$ cat config.mk
export PLATFORM = sky130hd
export DESIGN_NAME = mux_32_8
export DESIGN_NICKNAME = d
export VERILOG_FILES = /design/src/rtl/mux_32_8.sv
export SDC_FILE = /design/constraint.sdc
export NUM_CORES = 1
export LEC_CHECK = 0
export BUFFER_PORTS_ARGS = -buffer_cell sky130_fd_sc_hd__buf_2
export CAP_MARGIN = 20
export CORE_MARGIN = 2
export CORE_UTILIZATION = 30
export DETAILED_ROUTE_END_ITERATION = 8
export GPL_ROUTABILITY_DRIVEN = 0
export GPL_TIMING_DRIVEN = 1
export HOLD_SLACK_MARGIN = 0.1
export PLACE_DENSITY = 0.59
export SLEW_MARGIN = 20
export SYNTH_ARGS = -nofsm -noshare
export SYNTH_HDL_FRONTEND = slang
export SYNTH_SLANG_ARGS = --single-unit
$ cat constraint.sdc
create_clock -name clk_4f -period 2.2 [get_ports clk_4f]
set_input_delay 0.22 -clock clk_4f [delete_from_list [all_inputs] [get_ports clk_4f]]
set_output_delay 0.22 -clock clk_4f [all_outputs]
set_load 0.005 [all_outputs]
$ cat src/rtl/mux_32_8.sv
// mux_32_8: 32-bit to 8-bit serializer on clk_4f with a one-word pending buffer.
// A valid/ready handshake on the upstream side accepts words. Each accepted word
// is emitted as 4 consecutive bytes on data_out, with valid_out set.
// Optional build macro MUX_32_8_IDLE_COM_EN: when defined, idle and reset cycles
// drive COM_SYM on data_out instead of 8'h00.
module mux_32_8 #(
  parameter bit         MSB_FIRST = 1'b1,
  parameter logic [7:0] COM_SYM   = 8'hBC
) (
  input  logic        clk_4f,
  input  logic        reset_L,
  input  logic [31:0] data_in,
  input  logic        valid_in,
  output logic        ready_out,
  output logic [7:0]  data_out,
  output logic        valid_out
);

  localparam int unsigned WORD_W = 32;
  localparam int unsigned BYTE_W = 8;
  localparam int unsigned CNT_W  = 2;

  localparam logic [CNT_W-1:0] LAST_BYTE = CNT_W'(3);

`ifdef MUX_32_8_IDLE_COM_EN
  localparam bit IDLE_COM = 1'b1;
`else
  localparam bit IDLE_COM = 1'b0;
`endif

  localparam logic [BYTE_W-1:0] IDLE_SYM = IDLE_COM ? COM_SYM : BYTE_W'(0);

  // IDLE corresponds to cur_v=0 and SEND to cur_v=1.
  typedef enum logic {
    IDLE = 1'b0,
    SEND = 1'b1
  } state_t;

  state_t             state;
  logic [WORD_W-1:0]  cur;
  logic [WORD_W-1:0]  pend;
  logic               pend_v;
  logic [CNT_W-1:0]   cnt;
  logic [CNT_W-1:0]   byte_idx;
  logic [BYTE_W-1:0]  cur_byte;
  logic               accept;

  // The pending slot being empty is the only condition for taking a word.
  assign ready_out = !pend_v;
  assign accept    = valid_in && ready_out;

  // Select byte cnt of cur. The byte order follows MSB_FIRST.
  always_comb begin
    byte_idx = MSB_FIRST ? CNT_W'(LAST_BYTE - cnt) : cnt;
    cur_byte = '0;
    case (byte_idx)
      2'd0:    cur_byte = cur[7:0];
      2'd1:    cur_byte = cur[15:8];
      2'd2:    cur_byte = cur[23:16];
      default: cur_byte = cur[31:24];
    endcase
  end

  // Serializer FSM: load words, emit bytes, chain pending or new words with no bubble.
  always_ff @(posedge clk_4f or negedge reset_L) begin
    if (!reset_L) begin
      state     <= IDLE;
      cur       <= '0;
      pend      <= '0;
      pend_v    <= 1'b0;
      cnt       <= '0;
      data_out  <= IDLE_SYM;
      valid_out <= 1'b0;
    end else begin
      case (state)
        IDLE: begin
          data_out  <= IDLE_SYM;
          valid_out <= 1'b0;
          if (accept) begin
            cur   <= data_in;
            cnt   <= '0;
            state <= SEND;
          end
        end
        default: begin
          data_out  <= cur_byte;
          valid_out <= 1'b1;
          cnt       <= cnt + CNT_W'(1);
          if (cnt == LAST_BYTE) begin
            // An accept cannot happen while pend_v is set, so no word is lost here.
            if (pend_v) begin
              cur    <= pend;
              pend_v <= 1'b0;
              cnt    <= '0;
            end else if (accept) begin
              cur <= data_in;
              cnt <= '0;
            end else begin
              state <= IDLE;
            end
          end else if (accept) begin
            pend   <= data_in;
            pend_v <= 1'b1;
          end
        end
      endcase
    end
  end

endmodule

==> flow_metrics.env, run 1 <==
export IMPL_synth_enable_flop_cells=0
export IMPL_die_width_um=110.3
export IMPL_drc=0
export IMPL_port_buffers=44
export IMPL_via_count=2229
export IMPL_final_setup_viol_count=0
export IMPL_syn_cell_area_mm2=0.003390
export IMPL_end_kind="flip-flop"
export IMPL_root_buffer="clkbuf_16"
export IMPL_hold_buffers=1
export IMPL_ys_warn_count=0
export IMPL_share_comb_of_total_power_pct=44.3
export IMPL_setup_ws_ps=266.5
export IMPL_post_route_util_pct=36.86
export IMPL_cts_buffers=9
export IMPL_status="finished, final reports clean"
export IMPL_synth_compound_area_share_pct=20.41
export IMPL_stdcell_area_mm2=0.004031
export IMPL_fillers=1060
export IMPL_reg2reg_depth=5
export IMPL_syn_avg_cell_area_um2=14.01
export IMPL_hold_viol=0
export IMPL_worstMarginPinSlew_ps=594.9
export IMPL_grt_overflow_total=0
export IMPL_p_seq_share_pct=36.9
export IMPL_track_usage_pct=14.23
export IMPL_synth_simple_gate_area_share_pct=1.772
export IMPL_worstSkewPairLatency_ps=340
export IMPL_timing_reg2reg_setup_slack_ps=270
export IMPL_fmax_ghz=0.5172
export IMPL_synth_largest_area_cell="dfrtp_1"
export IMPL_r2r_start="cnt[0]"
export IMPL_async_flop_share_pct=100.0
export IMPL_maxSlewViolCount=0
export IMPL_final_antenna_net_count=0
export IMPL_routed_wl_um=7877
export IMPL_p_clk_share_pct=18.9
export IMPL_p_sw_mw=2.478
export IMPL_antenna_found_initial=0
export IMPL_hold_end="pend[10]"
export IMPL_crit_path_start_kind="flip-flop"
export IMPL_worstPathArrival_ps=2150
export IMPL_viasPerCell=5.172
export IMPL_critical_path_max_fanout=13
export IMPL_synth_top_area_share_pct=56.85
export IMPL_dpl_instance_area_mm2=0.003755
export IMPL_hold_path_class="in2reg"
export IMPL_grt_max_degree=46
export IMPL_post_cts_buffers=0
export IMPL_min_period_ps=1933
export IMPL_start_util_pct=31.00
export IMPL_period_share_pct=87.89
export IMPL_leakage_nw=1.779
export IMPL_first_iter_violations=164
export IMPL_rsz0062_at_grt="false"
export IMPL_synth_distinct_cells=23
export IMPL_synthAdderAreaFrac_pct=1.477
export IMPL_grt_pass1_wl_um=12740
export IMPL_cp_required_ps=2420
export IMPL_clk_pin_slew_ps=60
export IMPL_die_area_mm2=0.01217
export IMPL_drive_gt1_share_pct=36.08
export IMPL_min_from="data_in[10]"
export IMPL_clk_path_buf_depth=2
export IMPL_antenna_cells=0
export IMPL_synth_main_ff_cell="dfrtp_1"
export IMPL_postSynthCellCount=242
export IMPL_cap_violations=0
export IMPL_whs_path_depth=2
export IMPL_synth_xor_area_share_pct=0
export IMPL_synth_top_family_by_area="compound AO/OA/AOI/OAI gates"
export IMPL_synth_common_cells="77 x dfrtp_1, 32 x o22ai_1, 30 x a2bb2oi_1, 30 x mux2_4, 11 x o21ai_0"
export IMPL_clock_skew_ps=5.682
export IMPL_cts_tree="yes"
export IMPL_yosysSeqAreaShare_pct=56.85
export IMPL_tns_ps=0
export IMPL_firstDrtPassIters=5
export IMPL_setup_worst_path_class="reg2reg"
export IMPL_synthesis_nets=281
export IMPL_maxSlewHeadroom_pct=60.34
export IMPL_io_pins=45
export IMPL_rr_endpoint="pend[31]"
export IMPL_muxShareOfSynthArea_pct=13.95
export IMPL_internal_power_mw=4.640
export IMPL_p_sw_share_pct=34.81
export IMPL_placementRows=38
export IMPL_area_growth_pct=18.94
export IMPL_post_place_ws_ps=269.5
export IMPL_dieHeight_um=110.3
export IMPL_ctsResizeCount=0
export IMPL_power_density_mw_per_mm2=1766
export IMPL_yosysMostFrequentCell="dfrtp_1"
export IMPL_wire_per_inst_um=18.28
export IMPL_h_tree_depth=3
export IMPL_coreArea_mm2=0.01094
export IMPL_irDropWorstVdd_mv=0.7024
export IMPL_numClockSinks=77
export IMPL_final_net_count=327
export IMPL_hpwl_um=5208
export IMPL_grt_pass1_vias=2307
export IMPL_ys_top_cells_by_area="dfrtp_1 57%, mux2_4 13%, a2bb2oi_1 7.8%"
export IMPL_ys_ff_latch=77
layout make-up:
cell class              instances  area (um^2)  share of cell area (%)
well taps                     140        175.2                   4.345
clock buffers                  12        256.5                   6.363
repair buffers                 57        372.9                   9.249
inverters                       4        15.01                  0.3724
multi-input cells             139         1275                   31.63
clock inverters                 2        10.01                  0.2483
flip-flops and latches         77         1927                   47.80
how the worst max path moves through the flow:
stage,startpoint,to,depth (start not counted)
2_1_floorplan,cnt[0],pend[10],6
3_3_place_gp,cnt[0],pend[31],5
3_5_place_dp,cnt[0],pend[31],5
4_1_cts,cnt[0],pend[31],5
5_1_grt,cnt[0],pend[31],5
6_report,cnt[0],pend[31],5
power by group through the flow:
| stage | clock (mW) | sequential, mW | combinational, mW |
|---|---|---|---|
| after CTS | 1.38 | 2.62 | 3.17 |
| after floorplan | 0 | 2.49 | 2.48 |
| after detailed placement | 0 | 2.63 | 3.15 |
| after global placement | 0 | 2.62 | 3.08 |
| final | 1.34 | 2.62 | 3.15 |
| after global routing | 1.44 | 2.71 | 3.47 |
flip-flops by register name (all words and copies together), names as in the netlist:
name	cells
cur	32
pend	32
data_out	8
cnt	2
pend_v	1
state	1
valid_out	1
placed cells by master, fill, tap and decap left out:
| cell | instances |
|---|---|
| a21boi_4 | 1 |
| buf_12 | 4 |
| nand2b_1 | 2 |
| clkbuf_1 | 1 |
| a222oi_1 | 8 |
| ha_1 | 4 |
| buf_4 | 9 |
| clkbuf_16 | 9 |
| buf_2 | 43 |
| clkinv_2 | 2 |
| a21oi_1 | 10 |
| dfrtp_1 | 77 |
| a2bb2oi_1 | 30 |
| nor2_8 | 1 |
| a2bb2oi_2 | 1 |
| dlygate4sd3_1 | 1 |
| o21ai_0 | 11 |
| inv_1 | 4 |
| nand2_1 | 3 |
| mux2_4 | 30 |
| o22ai_1 | 32 |
| o2bb2a_1 | 1 |
| nand3_1 | 2 |
| clkbuf_8 | 2 |
| nand2_2 | 1 |
| mux2_2 | 2 |
critical path: stages, from the launching register on:
cell      delay (ps)
dfrtp_1          420
ha_1             220
nand2b_1         260
nor2_8           350
buf_12           220
mux2_2           340
per-stage QoR:
step / hold WS, ps / total power [mW] / instances
after floorplan: -75.59 / 4.977 / 242
after global placement: 262.0 / 5.707 / 416
after detailed placement: 269.4 / 5.776 / 416
after CTS: 121.4 / 7.168 / 431
after global routing: 129.2 / 7.627 / 431
final: 131.9 / 7.119 / 431
layer usage:
layer | track usage [%] | part of all wire [%]
met1 | 20.50 | 49
met2 | 20.11 | 43
met3 | 4.703 | 6.1
met4 | 4.554 | 1.2
met5 | 0 | 0
cells by family after synthesis:
family	after synthesis
adders and majority gates	4
AOI/OAI and AO/OA	94
buffers and inverters	26
DFF	77
and+or+nand+nor	9
muxes	32
Note: power is estimated with default switching activity, not from simulation.
==> run 2, diff against run 1 <==
Settings changed: CELL_PAD_IN_SITES_DETAIL_PLACEMENT from default to 1, CELL_PAD_IN_SITES_GLOBAL_PLACEMENT from default to 2, PLACE_DENSITY 0.59 to 0.74.
==> flow_metrics.env, run 2 (same netlist as run 1, synthesis figures left out) <==
export IMPL_status="finished, final reports clean"
export IMPL_final_setup_viol_count=0
export IMPL_root_buffer="clkbuf_16"
export IMPL_firstDrtPassIters=4
export IMPL_power_density_mw_per_mm2=1814
export IMPL_internal_power_mw=4.847
export IMPL_final_antenna_net_count=0
export IMPL_share_comb_of_total_power_pct=42.6
export IMPL_p_seq_share_pct=35.6
export IMPL_layout_cells_non_filler=432
export IMPL_routed_wl_um=8288
export IMPL_grt_pass1_vias=2576
export IMPL_end_kind="flip-flop"
export IMPL_timing_reg2reg_setup_slack_ps=300
export IMPL_antenna_found_initial=0
export IMPL_tns_ps=0
export IMPL_placementRows=38
export IMPL_layout_common_cells="77 x dfrtp_1, 43 x buf_2, 32 x o22ai_1, 30 x a2bb2oi_1, 30 x mux2_4"
export IMPL_via_count=2206
export IMPL_fmax_ghz=0.5268
export IMPL_multi_input_area_mm2=0.001275
export IMPL_drc=0
export IMPL_cap_violations=0
export IMPL_p_sw_mw=2.537
export IMPL_critical_path_max_fanout=14
export IMPL_clk_path_buf_depth=2
export IMPL_first_iter_violations=120
export IMPL_grt_overflow_total=0
export IMPL_register_area_mm2=0.001927
export IMPL_whs_ps=129.9
export IMPL_min_period_ps=1898
export IMPL_worstMarginPinSlew_ps=565.8
export IMPL_drive_gt1_share_pct=36.30
export IMPL_clock_skew_ps=5.747
export IMPL_coreArea_mm2=0.01094
export IMPL_place_inst=415
export IMPL_die_width_um=110.3
export IMPL_hold_path_class="in2reg"
export IMPL_cts_tree="yes"
export IMPL_setup_worst_path_class="reg2reg"
export IMPL_grt_max_degree=44
export IMPL_p_clk_share_pct=21.9
export IMPL_irDropWorstVdd_mv=0.6004
export IMPL_leakage_nw=1.800
export IMPL_p_sw_share_pct=34.36
export IMPL_cp_required_ps=2420
export IMPL_worstSkewPairLatency_ps=340
export IMPL_antenna_cells=0
export IMPL_die_area_mm2=0.01217
export IMPL_clk_pin_slew_ps=60
export IMPL_cts_buffers=9
export IMPL_ctsResizeCount=0
export IMPL_hold_viol=0
export IMPL_final_net_count=326
export IMPL_fillers=1181
export IMPL_dieHeight_um=110.3
export IMPL_wire_per_inst_um=19.19
export IMPL_maxSlewHeadroom_pct=62.28
export IMPL_io_pins=45
export IMPL_worstPathArrival_ps=2120
export IMPL_crit_path_start_kind="flip-flop"
export IMPL_rsz0062_at_grt="false"
export IMPL_period_share_pct=86.28
export IMPL_maxSlewViolCount=0
export IMPL_largestRegisters="cur x32, pend x32, data_out x8"
export IMPL_h_tree_depth=3
export IMPL_grt_pass1_wl_um=13630
export IMPL_numClockSinks=77
export IMPL_track_usage_pct=14.95
export IMPL_final_common_cell="dfrtp_1"
export IMPL_port_buffers=44
export IMPL_area_growth_pct=20.12
export IMPL_start_util_pct=31.00
export IMPL_viasPerCell=5.106
export IMPL_hpwl_um=5362
[run 2: cell types whose count changed in the layout (fill, tap and decap cells not counted)]
| cell | delta |
|---|---|
| bufinv_16 | +2 |
| buf_12 | -1 |
[run 2: final timing paths]
check | start | to | cells after the start
min reg2reg | pend[0] | pend[0] | 1
min in group asynchronous | reset_L | pend[20] | 2
max reg2reg | cnt[0] | pend[31] | 5
min | data_in[14] | pend[14] | 2
max in group asynchronous | reset_L | cur[8] | 3
max | cnt[0] | pend[31] | 5
[run 2: stage by stage]
| step | area [um^2] | utilization (%) | power, mW | setup WS (ps) |
|---|---|---|---|---|
| after detailed placement | 3735 | 34.15 | 5.784 | 286.7 |
| after global placement | 3735 | 34.15 | 5.696 | 350.8 |
| after CTS | 4071 | 37.23 | 7.472 | 291.7 |
| after global routing | 4071 | 37.23 | 7.876 | 223.6 |
| after floorplan | 3390 | - | 4.977 | 587.4 |
| final | 4071 | 37.23 | 7.384 | 301.9 |
[run 2: layout make-up]
cell class              instances  share of cell area (%)
repair buffers                 56                   8.666
clock buffers                  12                   6.300
multi-input cells             139                   31.32
flip-flops and latches         77                   47.33
inverters                       4                  0.3688
well taps                     140                   4.302
clock inverters                 4                   1.721
[run 2: power by group through the flow]
| stage | combinational [mW] | sequential (mW) | clock, mW |
|---|---|---|---|
| after global placement | 3.09 | 2.61 | 0 |
| final | 3.14 | 2.63 | 1.62 |
| after global routing | 3.46 | 2.70 | 1.72 |
| after CTS | 3.20 | 2.62 | 1.65 |
| after detailed placement | 3.17 | 2.62 | 0 |
| after floorplan | 2.48 | 2.49 | 0 |
[run 2: worst max-delay path, cell delays in order, from the launching register on]
cell      delay (ps)
dfrtp_1          410
ha_1             230
nand2b_1         260
nor2_8           330
buf_12           210
mux2_2           340
[run 2: repair_timing]
action	4_1_cts	5_1_grt
endpoints found under the hold margin	42	0
buffers inserted	0	0
hold buffers	1	0
[run 2: per-layer routing]
metal,share of wire (%),track usage (%),routed length [um]
met1,47,19.45,3856
met2,48,24.32,3985
met3,4.0,4.056,331
met4,1.4,4.643,116
met5,0,0,0
==> run 3, diff against run 2 <==
Settings changed: CORE_UTILIZATION 30 to 23, PLACE_DENSITY 0.74 to 0.62.
==> flow_metrics.env, run 3 (same netlist as run 1, synthesis figures left out) <==
export IMPL_grt_max_degree=44
export IMPL_root_buffer="clkbuf_16"
export IMPL_wire_per_inst_um=17.95
export IMPL_slowest_delay_ps=410
export IMPL_whs_ps=137.0
export IMPL_area_growth_pct=20.01
export IMPL_die_area_mm2=0.01572
export IMPL_track_usage_pct=11.65
export IMPL_antenna_cells=0
export IMPL_h_tree_depth=3
export IMPL_period_share_pct=82.98
export IMPL_irDropWorstVdd_mv=0.5640
export IMPL_final_common_cell="dfrtp_1"
export IMPL_leakage_nw=1.767
export IMPL_hpwl_um=5674
export IMPL_fmax_ghz=0.5477
export IMPL_place_inst=458
export IMPL_viasPerCell=4.552
export IMPL_total_power_mw=7.172
export IMPL_maxSlewHeadroom_pct=66.58
export IMPL_antenna_found_initial=0
export IMPL_cts_buffers=9
export IMPL_routed_wl_um=8527
export IMPL_min_period_ps=1826
export IMPL_cp_required_ps=2420
export IMPL_via_count=2162
export IMPL_grt_overflow_total=0
export IMPL_setup_worst_path_class="reg2reg"
export IMPL_worst_path_stages=5
export IMPL_final_setup_viol_count=0
export IMPL_grt_pass1_wl_um=14090
export IMPL_layout_cells_non_filler=475
export IMPL_crit_chain="ha_1 > nand2b_1 > nor2_8 > buf_4 > mux2_2"
export IMPL_worstPathBufferInverterCount=1
export IMPL_whs_path_depth=2
export IMPL_hold_path_class="in2reg"
export IMPL_cts_tree="yes"
export IMPL_port_buffers=44
export IMPL_layout_common_cells="77 x dfrtp_1, 43 x buf_2, 32 x o22ai_1, 30 x a2bb2oi_1, 30 x mux2_4"
export IMPL_crit_path_start_kind="flip-flop"
export IMPL_cpMaxStageDelayCell="dfrtp_1"
export IMPL_drc=0
export IMPL_die_width_um=125.4
export IMPL_clock_skew_ps=4.017
export IMPL_dieHeight_um=125.4
export IMPL_cp_top_family="simple AND/OR/NAND/NOR gates"
export IMPL_status="finished, final reports clean"
export IMPL_hold_viol=0
export IMPL_worstSkewPairLatency_ps=330
export IMPL_cap_violations=0
export IMPL_worstMarginPinSlew_ps=501.3
export IMPL_clk_path_buf_depth=2
export IMPL_coreArea_mm2=0.01448
export IMPL_firstDrtPassIters=5
export IMPL_tns_ps=0
export IMPL_ctsResizeCount=0
export IMPL_start_util_pct=23.41
export IMPL_first_iter_violations=103
export IMPL_post_place_ws_ps=358.9
export IMPL_largestRegisters="cur x32, pend x32, data_out x8"
export IMPL_post_cts_buffers=0
export IMPL_io_pins=45
export IMPL_clk_pin_slew_ps=60
export IMPL_final_net_count=325
export IMPL_numClockSinks=77
export IMPL_final_antenna_net_count=0
export IMPL_end_kind="flip-flop"
export IMPL_maxSlewViolCount=0
export IMPL_worstPathArrival_ps=2050
export IMPL_reg2reg_depth=5
export IMPL_critical_path_max_fanout=13
export IMPL_setup_ws_ps=374.3
export IMPL_rsz0062_at_grt="false"
export IMPL_grt_pass1_vias=2510
export IMPL_placementRows=44
export IMPL_power_density_mw_per_mm2=1763
export IMPL_drive_gt1_share_pct=34.71
run 3: layer usage:
| layer | vias up | global-route usage (%) | wire length, um | part of all wire [%] |
|---|---|---|---|---|
| met5 | - | 0 | 0 | 0 |
| met3 | 14 | 4.236 | 360 | 4.2 |
| li1 | 1023 | - | - | - |
| met4 | 0 | 4.771 | 186 | 2.2 |
| met1 | 1081 | 15.47 | 4215 | 49 |
| met2 | 44 | 17.23 | 3764 | 44 |
run 3: worst paths after layout:
kind | from | endpoint | slack (ps)
max reg2reg | cnt[0] | pend[31] | 370
max | cnt[0] | pend[31] | 370
min in group asynchronous | reset_L | pend[11] | 380
min reg2reg | cur[1] | cur[1] | 500
min | data_in[1] | pend[1] | 140
max in group asynchronous | reset_L | pend[24] | 1220
run 3: worst register-to-register path, stage by stage (launching register included):
cell	delay (ps)
dfrtp_1	410
ha_1	220
nand2b_1	260
nor2_8	170
buf_4	290
mux2_2	380
run 3: repair_timing:
| action | CTS | global route |
|---|---|---|
| hold buffers | 1 | 0 |
| endpoints found under the hold margin | 34 | 0 |
| endpoints found under the setup margin | 0 | 0 |
run 3: layout make-up:
type,instances,area [um^2]
Fill cell,1577,10410
Sequential cell,77,1927
Multi-Input combinational cell,139,1275
Timing Repair Buffer,55,332.8
Clock buffer,15,257.7
Tap cell,184,230.2
Clock inverter,1,30.03
Inverter,4,15.01
run 3: metrics by stage:
| step | utilization (%) | cell area [um^2] |
|---|---|---|
| global placement | 26.04 | 3770 |
| detailed placement | 26.04 | 3770 |
| finish | 28.09 | 4068 |
| global route | 28.09 | 4068 |
| CTS | 28.09 | 4068 |
| floorplan | - | 3390 |
run 3: power breakdown:
| part | switching (mW) | internal, mW | total, mW |
|---|---|---|---|
| logic | 1.53 | 1.59 | 3.11 |
| clock network | 0.534 | 0.911 | 1.45 |
| registers | 0.435 | 2.18 | 2.62 |
